===== src/rtl/radix4_divider_pkg.sv =====
// Shared constants and helpers for the sequential radix-4 signed divider.
package radix4_divider_pkg;

  localparam int pN         = 16;
  localparam int pNumCycles = (pN + 1) / 2;
  localparam int pCntW      = $clog2(pNumCycles + 1);

  // Quotient reported for a zero divisor (-1 in two's complement)
  localparam logic [pN-1:0] pDivZeroQ = {pN{1'b1}};

  // Iterations needed to retire an n-bit quotient two bits at a time
  function automatic int num_cycles(input int n);
    return (n + 1) / 2;
  endfunction

endpackage


===== src/rtl/radix4_divider_step.sv =====
// One radix-4 restoring step: pick the largest digit k in {3,2,1,0} with
// T >= k*|D| and return the reduced partial remainder.
module radix4_div_step #(
  parameter int N = 16
) (
  input  logic [N+1:0] T,
  input  logic [N-1:0] Dm,
  input  logic [N+1:0] D3,
  output logic [1:0]   q2,
  output logic [N-1:0] PRn
);

  logic [N+1:0] d1, d2, sub;

  assign d1 = {2'b00, Dm};
  assign d2 = {1'b0, Dm, 1'b0};

  // Digit select; the remainder always fits N bits since it stays below |D|
  always_comb begin
    q2  = 2'd0;
    sub = '0;
    if (T >= D3) begin
      q2  = 2'd3;
      sub = D3;
    end else if (T >= d2) begin
      q2  = 2'd2;
      sub = d2;
    end else if (T >= d1) begin
      q2  = 2'd1;
      sub = d1;
    end
    PRn = N'(T - sub);
  end

endmodule


===== src/rtl/radix4_divider.sv =====
// Sequential signed radix-4 divider, truncating: Q = A / D, Rem = A % D.
// Works on magnitudes, two quotient bits per cycle, sign-fix at the end.
module radix4_divider
  import radix4_divider_pkg::*;
#(
  parameter int N = pN
) (
  input  logic         Clk,
  input  logic         Rst,
  input  logic         Ld,
  input  logic [N-1:0] A,
  input  logic [N-1:0] D,
  output logic         Busy,
  output logic         Valid,
  output logic [N-1:0] Q,
  output logic [N-1:0] Rem
);

  localparam int K  = num_cycles(N);
  localparam int QW = 2 * K;
  localparam int CW = $clog2(K + 1);

  logic [CW-1:0] cntr;
  logic [QW-1:0] dvd, qmag, qnext;
  logic [N-1:0]  dm, pr, a_mag, d_mag, prn;
  logic [N+1:0]  d3, t;
  logic [1:0]    q2;
  logic          s_a, s_q, dz;

  // |-2^(N-1)| wraps to 2^(N-1), which is exact as an unsigned N-bit value
  assign a_mag = A[N-1] ? -A : A;
  assign d_mag = D[N-1] ? -D : D;

  assign t     = {pr, dvd[QW-1 -: 2]};
  assign qnext = {qmag[QW-3:0], q2};
  assign Busy  = (cntr != '0);

  radix4_div_step #(.N(N)) u_step (
    .T   (t),
    .Dm  (dm),
    .D3  (d3),
    .q2  (q2),
    .PRn (prn)
  );

  // Load / iterate / finish; Ld restarts even mid-operation
  always_ff @(posedge Clk) begin
    if (Rst) begin
      cntr  <= '0;
      dvd   <= '0;
      qmag  <= '0;
      dm    <= '0;
      d3    <= '0;
      pr    <= '0;
      s_a   <= 1'b0;
      s_q   <= 1'b0;
      dz    <= 1'b0;
      Valid <= 1'b0;
      Q     <= '0;
      Rem   <= '0;
    end else if (Ld) begin
      cntr  <= CW'(K);
      dvd   <= QW'(a_mag);
      qmag  <= '0;
      dm    <= d_mag;
      d3    <= {2'b00, d_mag} + {1'b0, d_mag, 1'b0};
      pr    <= '0;
      s_a   <= A[N-1];
      s_q   <= A[N-1] ^ D[N-1];
      dz    <= (D == '0);
      Valid <= 1'b0;
    end else if (Busy) begin
      cntr  <= cntr - CW'(1);
      dvd   <= dvd << 2;
      qmag  <= qnext;
      pr    <= prn;
      Valid <= (cntr == CW'(1));
      if (cntr == CW'(1)) begin
        // zero divisor: digits saturate at 3 so PR ends holding |A|,
        // and the sign-fix below hands back A itself as the remainder
        Q   <= dz ? {N{1'b1}} : (s_q ? -qnext[N-1:0] : qnext[N-1:0]);
        Rem <= s_a ? -prn : prn;
      end
    end else begin
      Valid <= 1'b0;
    end
  end

endmodule


===== config.mk =====
export PLATFORM = sky130hd
export DESIGN_NAME = radix4_divider
export DESIGN_NICKNAME = d
export VERILOG_FILES = /design/src/rtl/radix4_divider_pkg.sv /design/src/rtl/radix4_divider_step.sv /design/src/rtl/radix4_divider.sv
export SDC_FILE = /design/constraint.sdc
export NUM_CORES = 1
export LEC_CHECK = 0
export BUFFER_PORTS_ARGS = -buffer_cell sky130_fd_sc_hd__buf_2
export CORE_ASPECT_RATIO = 1.75
export CORE_UTILIZATION = 60
export DETAILED_ROUTE_END_ITERATION = 16
export MAX_ROUTING_LAYER = met4
export PLACE_DENSITY = 0.8
export SLEW_MARGIN = 10
export SYNTH_ARGS = -nofsm -noshare
export SYNTH_HDL_FRONTEND = slang
export SYNTH_SLANG_ARGS = --single-unit

===== constraint.sdc =====
create_clock -name Clk -period 8.4 [get_ports Clk]
set_input_delay 0.84 -clock Clk [delete_from_list [all_inputs] [get_ports Clk]]
set_output_delay 0.84 -clock Clk [all_outputs]
set_load 0.005 [all_outputs]

==> impl_results.md <==
- Reg area: 2382 um2
- Post-DP Area: 8791 um2
- Row count: 56
- Setup violations, final: 0
- Antenna violations before repair: 0
- Total CTS buffers: 17
- Area of the multi-input gates: 5562 um2
- Sequential area share after synthesis: 28.53%
- Post-synth top area cell: dfxtp_1
- Post-route cell area: 9395 um2
- Top cell type's share of synthesized area: 28.53%
- Crit path max fanout: 6
- Drt via density: 6.026
- Post-layout util: 69.48%
- Final Power: 3.632 mW
- Clock Path Buffers: 2
- Clk slew on worst S/H paths: 0.06 ns
- Drt wl/cell: 15.81 um
- Std-Cell Core Area: 13520 um2
- CP Capture Type: flip-flop
- Port Buffers: 68
- Startpoint types: flip-flop
- Chip Height: 158.1 um
- Initial Util: 61.74%
- Synthesized cell area: 8349 um2
- Number of library cell types mapped by synthesis: 61
- CTS tree: built
- Mapped Cells: 1073
- Status: completed
- Final Max Slew Viols: 0
- Hold bufs inserted after CTS: 0
- Peak supply drop: 169.9 uV
- HPWL Detailed: 15.02 mm
- Worst-margin pin slew: 0.9832 ns
- Die ar.: 14410 um2
- Final hold violations: 0
- Vias: 7864
- Setup repair bufs after CTS: 0
- RSZ-0062 raised after global routing: false
- Fin Setup TNS: 0 ns
- Iteration-0 DRC Markers: 362
- Async S/R FF share, synth: 0%
- Mapped Nets: 1197
- Critical Path RT: 8.74 ns
- Worst slack at placement: 3.036 ns
- Clk root buf: clkbuf_16
- Worst hold-check path type: flip-flop to flip-flop
- Placer Congestion: 0.9654
- CTS Sinks: 119
- Share of cells above drive strength 1: 11.41%
- Post-cts sizing count: 0
- Top post-synthesis cells by area: dfxtp_1, ha_1, a21oi_1, nand2_1, nor2_1
- Crit Path Class: flip-flop to flip-flop
- Max Cap Viol: 0
- Leak: 3.905 nW
- Final net count: 1242
- Clock Latency Late Sink: 0.43 ns
- First-pass detailed-route iteration total: 5
- Final Non-Filler Cells: 1305
- Period minus WS final: 5.525 ns
- Clock Skew: 0.01369 ns
- Number of synthesized flops with an enable pin: 0
- Die X: 91.17 um
- GRT Total Usage: 30.58%
- Post-Place Cells: 1273
- Seq cells post-synth: 119
- CTS H-tree depth: 4
- Final setup margin: 2.875 ns
- Synth Area per Inst: 7.781 um2
- Worst hold slack: 0.4464 ns
- Power Density: 386.6 nW/um2
- Worst relative slew slack: 34.21%
- IO Count: 69
- Total Wirelength: 20.63 mm
- Inserted Diodes: 0
- Highest Clock Rate: 0.1810 GHz
- First-pass GRT wire length: 34.58 mm
- GRT overflow: 0
- Filler instances: 1126
- Largest net degree at the start of global routing: 62
- Post-route ant nets: 0
- Vias in the first global route: 7594
- Most used DFF post-synth: dfxtp_1
- Area growth syn-to-layout: 12.53%
- Synth warn: 0
- Residual DRC: 0
- CP arrival: 5.86 ns
- Final Cycle Share: 65.78%
[path summary, 6_finish.rpt]
kind | startpoint | to | slack (ns) | cells past startpoint
setup / recovery | d3[15] | Rem[14] | 2.87 | 20
hold / removal | Rem[7] | Rem[7] | 0.45 | 2
setup reg to reg | d3[15] | Rem[14] | 2.87 | 20
hold reg to reg | Rem[7] | Rem[7] | 0.45 | 2
[logic make-up after synthesis]
logic type	after synthesis	share of synthesized area, %
AND/OR/NAND/NOR	367	20.19
AO/OA/AOI/OAI	298	22.93
adder cells (fa/ha/maj)	89	13.52
XOR/XNOR	78	8.362
buffers and inverters	109	4.915
flip-flops	119	28.53
multiplexers	13	1.558
[placed cells by master (no fill, tap or decap), types with 35 or more instances in the layout]
cell      count
buf_2        68
o21ai_0      50
xor2_1       35
nand2_1     129
nor2_1      114
a211oi_1     56
dfxtp_1     119
a21oi_1      98
xnor2_1      42
ha_1         87
inv_1        55
[Yosys cell counts, drive strengths merged, types with 10 or more instances]
master,count
nand2,129
dfxtp,119
nor2,114
a21oi,98
ha,87
a211oi,57
inv,57
o21ai,52
clkbuf,45
xnor2,42
xor2,35
nand3,22
nor3,21
o211ai,16
o31ai,14
mux2i,13
a21o,11
nand2b,11
o21a,11
or3,11
nor2b,10
[routing by layer]
metal / share of wire (%) / track usage [%] / up-vias
li1: - / - / 3919
met1: 40 / 32.94 / 3682
met2: 53 / 54.47 / 207
met3: 3.5 / 4.227 / 56
met4: 3.4 / 16.02 / 0
met5: 0 / - / -
[state kept, by name, summed over array words and instances (netlist names)]
| name | count |
|---|---|
| Q | 16 |
| Rem | 16 |
| Valid | 1 |
| cntr | 4 |
| d3 | 17 |
| dm | 16 |
| dvd | 16 |
| dz | 1 |
| pr | 16 |
| qmag | 14 |
| s_a | 1 |
| s_q | 1 |
[layout make-up]
type | count | share of cell area (%)
Clock buffer | 17 | 4.528
Tap cell | 174 | 2.317
Sequential cell | 119 | 25.36
Clock inverter | 15 | 1.904
Inverter | 57 | 2.277
Multi-Input combinational cell | 845 | 59.20
Timing Repair Buffer | 78 | 4.421
[report_power, final]
part           internal, mW  total [mW]  leakage, nW  switching (mW)
Combinational         0.872        2.20         2.64            1.33
Sequential            0.618       0.675        0.972          0.0569
Clock                 0.449       0.755        0.292           0.305
[critical path, cell delays in order, from the launching register on]
cell and delay [ns]:
dfxtp_1 0.37, inv_1 0.07, ha_1 0.29, a21oi_1 0.14
o21ai_1 0.11, a2111oi_1 0.67, a21oi_1 0.18, buf_4 0.21
a21oi_1 0.37, nor2b_1 0.10, ha_1 0.22, fa_1 0.42
nor2b_1 0.18, o31a_1 0.24, o21ai_0 0.12, a21boi_0 0.25
nor2_1 0.13, or4_1 0.62, o41ai_1 0.42, xor2_1 0.11
a211oi_1 0.22
Power figures use the tool's default switching activity.
